### src/rtl/prog_counter.sv
// Runtime-programmable up/down wrap counter with a shadowed limit, preload and a wrap pulse.
// Optional prescaler enabled by defining COUNTER_PRESCALE_EN.
module prog_counter #(
   parameter int COUNTER_WIDTH       = 8,
   parameter int COUNTER_MAX_DEFAULT = 192,
   parameter int CLEAR_ON_DISABLE    = 1,
   parameter int PRESCALE_WIDTH      = 4
) (
   input  logic                     CLK,
   input  logic                     Reset,
   input  logic                     ENABLE_IN,
   input  logic                     DIR_IN,
   input  logic                     LOAD_IN,
   input  logic [COUNTER_WIDTH-1:0] LOAD_VAL,
   input  logic                     MAX_WR,
   input  logic [COUNTER_WIDTH-1:0] MAX_IN,
`ifdef COUNTER_PRESCALE_EN
   input  logic [PRESCALE_WIDTH-1:0] PRESCALE_IN,
`endif
   output logic [COUNTER_WIDTH-1:0] COUNT,
   output logic                     TRIG_OUT,
   output logic [COUNTER_WIDTH-1:0] MAX_OUT
);

   localparam logic [COUNTER_WIDTH-1:0] MAX_RST = COUNTER_WIDTH'(COUNTER_MAX_DEFAULT);

   if (PRESCALE_WIDTH < 1) begin : g_bad_prescale_width
      $error("prog_counter: PRESCALE_WIDTH must be at least 1");
   end
   if (COUNTER_MAX_DEFAULT < 0 || COUNTER_MAX_DEFAULT >= (2 ** COUNTER_WIDTH)) begin : g_bad_max_default
      $error("prog_counter: COUNTER_MAX_DEFAULT must fit in COUNTER_WIDTH bits");
   end

   logic [COUNTER_WIDTH-1:0] shadow;
   logic                     pending;
   logic                     pre_hit;
   logic                     step;
   logic                     wrap;
   logic                     apply;
   logic [COUNTER_WIDTH-1:0] count_nxt;
   logic                     trig_nxt;

`ifdef COUNTER_PRESCALE_EN
   logic [PRESCALE_WIDTH-1:0] pre;

   assign pre_hit = (pre == PRESCALE_IN);

   always_ff @(posedge CLK or posedge Reset) begin
      if (Reset) begin
         pre <= '0;
      end else if (LOAD_IN || !ENABLE_IN || pre_hit) begin
         pre <= '0;
      end else begin
         pre <= pre + 1'b1;
      end
   end
`else
   assign pre_hit = 1'b1;
`endif

   always_comb begin
      step  = ENABLE_IN & ~LOAD_IN & pre_hit;
      wrap  = step & (DIR_IN ? (COUNT == '0) : (COUNT >= MAX_OUT));
      // The limit is swapped only where no count is in flight against it.
      apply = ~LOAD_IN & (wrap | ~ENABLE_IN);

      count_nxt = COUNT;
      trig_nxt  = 1'b0;
      if (LOAD_IN) begin
         count_nxt = (LOAD_VAL > MAX_OUT) ? MAX_OUT : LOAD_VAL;
      end else if (ENABLE_IN) begin
         if (step) begin
            if (!DIR_IN) begin
               if (COUNT >= MAX_OUT) begin
                  count_nxt = '0;
                  trig_nxt  = 1'b1;
               end else begin
                  count_nxt = COUNT + 1'b1;
               end
            end else begin
               if (COUNT == '0) begin
                  count_nxt = MAX_OUT;
                  trig_nxt  = 1'b1;
               end else if (COUNT > MAX_OUT) begin
                  count_nxt = MAX_OUT;
               end else begin
                  count_nxt = COUNT - 1'b1;
               end
            end
         end
      end else if (CLEAR_ON_DISABLE != 0) begin
         count_nxt = '0;
      end
   end

   always_ff @(posedge CLK or posedge Reset) begin
      if (Reset) begin
         COUNT    <= '0;
         TRIG_OUT <= 1'b0;
      end else begin
         COUNT    <= count_nxt;
         TRIG_OUT <= trig_nxt;
      end
   end

   // A write landing on an apply edge stays pending: the old shadow (if any) moves first.
   always_ff @(posedge CLK or posedge Reset) begin
      if (Reset) begin
         MAX_OUT <= MAX_RST;
         shadow  <= MAX_RST;
         pending <= 1'b0;
      end else begin
         if (apply && pending) begin
            MAX_OUT <= shadow;
         end
         if (MAX_WR) begin
            shadow  <= MAX_IN;
            pending <= 1'b1;
         end else if (apply) begin
            pending <= 1'b0;
         end
      end
   end

endmodule
### config.mk
export PLATFORM = sky130hd
export DESIGN_NAME = prog_counter
export DESIGN_NICKNAME = d
export VERILOG_FILES = /design/src/rtl/prog_counter.sv
export SDC_FILE = /design/constraint.sdc
export NUM_CORES = 1
export LEC_CHECK = 0
export CAP_MARGIN = 15
export CORE_UTILIZATION = 40
export CTS_CLUSTER_DIAMETER = 60
export DETAILED_ROUTE_END_ITERATION = 16
export PLACE_DENSITY = 0.67
export SLEW_MARGIN = 10
export SYNTH_ARGS = -nofsm -noshare
export SYNTH_HDL_FRONTEND = slang
export SYNTH_SLANG_ARGS = --single-unit
### constraint.sdc
create_clock -name CLK -period 2.2 [get_ports CLK]
set_input_delay 0.33 -clock CLK [delete_from_list [all_inputs] [get_ports CLK]]
set_output_delay 0.33 -clock CLK [all_outputs]
set_load 0.02 [all_outputs]
# Word level (Yosys, flattened, before mapping)

Cells that the tools add are included.

Flip-flop bits (word level): 26
Bits of input ports: 22
Output and inout bits: 17
Logic and storage cells: 37

$add $sub $neg: 2
Order comparisons: 3
Equality and inequality tests: 1
Mux-type cells: 17
Bitwise operators: 6
Reduce and logical (&&, ||, !) cells: 3

Operator list:

| cell                                              | number |
|---|---|
| two-way mux 8 bit                                 | 8 |
| greater-than comparator 8 bit                     | 2 |
| two-way mux 1 bit                                 | 9 |
| adder 8 x 1 -> 8 bit (second input constant)      | 1 |
| >= comparator 8 bit                               | 1 |
| logical NOT 8 bit                                 | 1 |
| subtractor 8 x 1 -> 8 bit (second input constant) | 1 |
| AND 1 bit                                         | 3 |
| != test 3 x 1 -> 1 bit (second input constant)    | 1 |
| inverter 1 bit                                    | 2 |
| nonzero test 2 bit                                | 1 |
| logical AND 1 bit                                 | 1 |
| bitwise OR 1 bit                                  | 1 |

# Longest topological paths before layout

Word-level depth: 7
Depth in mapped cells: 9
Depth with buffers taken out: 8

# Worst setup path after synthesis

Ideal clock, no wire load.

Path type: reg2reg
Start: register MAX_OUT[7]
End: register COUNT[0]
Library setup time: 126 ps
Data arrival time: 2270 ps
Required time: 2074 ps
Setup slack: -196 ps
Cell stages (with the launch flop): 9
Buffers on the path: 0
Clock period less this slack: 2396 ps
Path through: dfstp_2 inv_1 ha_1 nand4_1 nor2_1 a211o_1 nand3_2 mux2_2 a221o_1

Word-level cells in the longest chain between the ends: 7
Elaborated cells between the ends (all ways): 11
Classes of those cells: order compare: 3; mux: 8

RTL lines:

| item                          | line | source |
|---|---|---|
| start: declaration            | 22   | `output logic [COUNTER_WIDTH-1:0] MAX_OUT` |
| start signal: assignment      | 114  | `MAX_OUT <= shadow;` |
| greater-than comparator 8 bit | 84   | `end else if (COUNT > MAX_OUT) begin` |
| two-way mux 8 bit             | 84   |  |
| two-way mux 8 bit             | 81   | `if (COUNT == '0) begin` |
| two-way mux 8 bit             | 73   | `if (!DIR_IN) begin` |
| two-way mux 8 bit             | 72   | `if (step) begin` |
| two-way mux 8 bit             | 71   | `end else if (ENABLE_IN) begin` |
| two-way mux 8 bit (*)         | 69   | `if (LOAD_IN) begin` |
| via count_nxt[0]              | 40   | `logic [COUNTER_WIDTH-1:0] count_nxt;` |
| end signal: assignment        | 101  | `COUNT <= count_nxt;` |
| end: declaration              | 20   | `output logic [COUNTER_WIDTH-1:0] COUNT,` |

The timed path passes the listed nets; every way through them passes the cells marked *. The select of a mux whose other input is x is not followed.
A chain may end at the register's enable or synchronous reset.

# Worst setup path after layout

Start: register MAX_OUT[1]
End: register MAX_OUT[2]

Word-level cells in the longest chain between the ends: 6

RTL lines:

| item                | line | source |
|---|---|---|
| >= comparator 8 bit | 63   | `wrap = step & (DIR_IN ? (COUNT == '0) : (COUNT >= MAX_OUT));` |
| two-way mux 1 bit   | 63   |  |
| AND 1 bit           | 63   |  |
| bitwise OR 1 bit    | 65   | `apply = ~LOAD_IN & (wrap \| ~ENABLE_IN);` |
| AND 1 bit           | 65   |  |
| logical AND 1 bit   | 113  | `if (apply && pending) begin` |

No other way between the ends.

==> metrics.txt <==
crit-path max FO 8; CP Class flop to flop; Post-Syn Area 1910 um^2; Final Hold Viols 0; setup TNS -1.07 ns; RSZ-0062 raised after global routing true; Slew @ Worst Pin 0.581 ns; Final period util 1.06; CTS tree built; Synth Area in Adders 0.125; vias per cell 5.34; Critical path origin MAX_OUT[1]$_DFFE_PP0P_; post-synthesis sequential area ratio 0.344; compound-gate portion of the synthesized area 0.140; CP cell instances inv_4 > ha_4 > nor2b_4 > o211ai_2 > a31oi_2 > or2_4 > o311ai_4 > buf_12 > mux2_4; CP max-delay cell dfrtp_2; post-synthesis async set-or-reset flop share 1.00; Max-Cap Viols 0; vias in the first global route 1,747; Post-DP Area 2690 um^2; final setup fails 13; Final Instance Area 2970 um^2; number of synthesized flops with an enable pin 0; Post-synth top flop dfrtp_1; clk slew on worst S/H paths 0.10 ns; Relative slew margins 0.609; worst r2r src MAX_OUT[1]$_DFFE_PP0P_; global-route wire length before repair 8.47 mm; Avg Inst Size Synth 10.4 um^2; Seq cells post-synth 26; CTS Root Cell clkbuf_8; Worst Slack Setup Final -0.121 ns; synth-to-layout area growth 55.5%; CORE AREA 4470 um^2; Synth cell types 41; critical path's largest stage delay 0.43 ns; reg2reg path depth 9; XOR/XNOR Fraction of Synth Area 0.0551; largest net degree at the start of global routing 27; pwr/cell area 1560 nW/um^2; Clock Latency Late Sink 0.27 ns; top-level I/O count 39; CP required 2.36 ns; GPL Wtd Cong 0.878; final wirelength 5.06 mm; crit-path leading delay family compound AO/OA/AOI/OAI gates; WP buf/inv 2; fin nets 303; status finished, violations left; largest family of logic cells by synthesized area multiplexers; Setup crit end MAX_OUT[2]$_DFFE_PP0P_; VDD IR-drop max 0.739 mV; die height 71.1 um; cts hold-fix bufs 0; top cell type's share of synthesized area 0.289; most frequent cells after synthesis dfrtp_1 (22), mux2_2 (22), ha_1 (19); Synth Warn # 0; # diodes 0; failing checks setup timing; mux contribution to synthesized area 0.167; startpoint types flop; All-Layer GR Usage 0.213; Initial Util 0.426; Tightest Hold Check Type primary input to async pin; Final Skew 0.00466 ns; layout cell share with drive strength beyond 1 0.410; Synth Area in Simple Gates 0.126; antenna viol nets, final 0; vias 1,671; DR iter-0 viols 101; cts bufs inserted 3; routed len/inst 16.2 um; # DRC 0; CP Capture Type flop; initial antenna violation count 0; pre-CTS setup slack -0.438 ns; FF-to-FF End MAX_OUT[2]$_DFFE_PP0P_; router iterations before antenna repair 6; Crit. path cell count 9; # clock sinks 26; htree depth 1; Mapped Nets 224; synth top area cells dfrtp_1 (29%), mux2_2 (13%), ha_1 (12%), dfstp_2 (5.5%), mux2i_1 (3.7%); f_max 431 MHz; grt ovf 0; Port Buffers 38; worst reg2reg setup slack -0.12 ns; P_leak 0.00133 uW; Cells after Synth 183; Die X 71.1 um; die area 5050 um^2; post-DP HPWL 3.72 mm; deepest clock path buffer count 2; critical path arrival 2.49 ns; max-slew violations 0; fill count 353; shortest period the worst path allows 2.32 ns; Yosys top cell by area dfrtp_1; # rows 24
## cell usage in the layout, fill, tap and decap left out, types with 6 or more instances in the layout
cell             count
nor2_1               7
nand3_1              6
dfrtp_1             16
xor2_1               6
dfrtp_2              6
mux2_4              14
o21ai_1              6
mux2_2               8
inv_1               11
mux2i_1              6
buf_4               39
clkdlybuf4s50_1     38
nand2_1             10
xnor2_1              6
ha_1                14
## stage by stage
stage                     hold slack (ns)  instances  power (uW)  utilization
after CTS                           0.406        311        4420        0.647
after global placement              0.485        302        3600        0.600
after floorplan                     0.367        183        2610            -
final                               0.399        313        4640        0.663
after global routing                0.435        313        4950        0.663
after detailed placement            0.487        302        3640        0.600
## sequential cells by signal, indices dropped and copies added, names as in the netlist
register	flops
COUNT	8
TRIG_OUT	1
MAX_OUT	8
pending	1
shadow	8
## cell families after synthesis
group                      after synthesis
AOI/OAI and AO/OA                       35
xor gates and xnor gates                12
adders and majority gates               19
buffers and inverters                   20
DFF                                     26
muxes                                   29
and+or+nand+nor                         42
## worst min-delay path: cells and delay by family
family | cells | cell delay [ns]
buffers and inverters | 3 | 0.75
## worst min path at each step
stage | startpoint | end | slack, ns | cells after the start
floorplan | Reset | COUNT[2]$_DFF_PP0_ | 0.37 | 1
global placement | shadow[0]$_DFFE_PP0P_ | MAX_OUT[0]$_DFFE_PP0P_ | 0.48 | 1
detailed placement | shadow[0]$_DFFE_PP0P_ | MAX_OUT[0]$_DFFE_PP0P_ | 0.49 | 1
CTS | Reset | shadow[3]$_DFFE_PP0P_ | 0.41 | 3
global route | Reset | shadow[3]$_DFFE_PP0P_ | 0.43 | 3
finish | Reset | shadow[3]$_DFFE_PP0P_ | 0.40 | 3
## timing repair
action / CTS / global route
setup endpoints to repair: 16 / 16
gates resized for setup: 18 / 18
buffers inserted: 5 / 2
cloned: 0 / 0
pin swaps: 10 / 6
hold endpoints to repair: 0 / 0
## area by class of cell
type                    count  area (um^2)  share of cell area
inverters                  14         57.6              0.0194
well taps                  52         65.1              0.0219
clock inverters             1         30.0              0.0101
multi-input cells         137         1380               0.466
flip-flops and latches     26          663               0.224
repair buffers             80          728               0.245
clock buffers               3         41.3              0.0139
## layer usage
metal  vias up  share of wire  global-route usage
li1        824              -                   -
met1       807           0.48               0.309
met2        40           0.48               0.351
met3         0          0.034              0.0214
met4         0              0              0.0333
met5         -              0                   0
## power breakdown
part	leakage, uW	internal, uW	switching [uW]
sequential	0.000300	667	129
combinational	0.000992	1810	1620
clock	0.0000357	243	162
total	0.00133	2720	1920
Note: power is estimated with default switching activity, not from simulation.
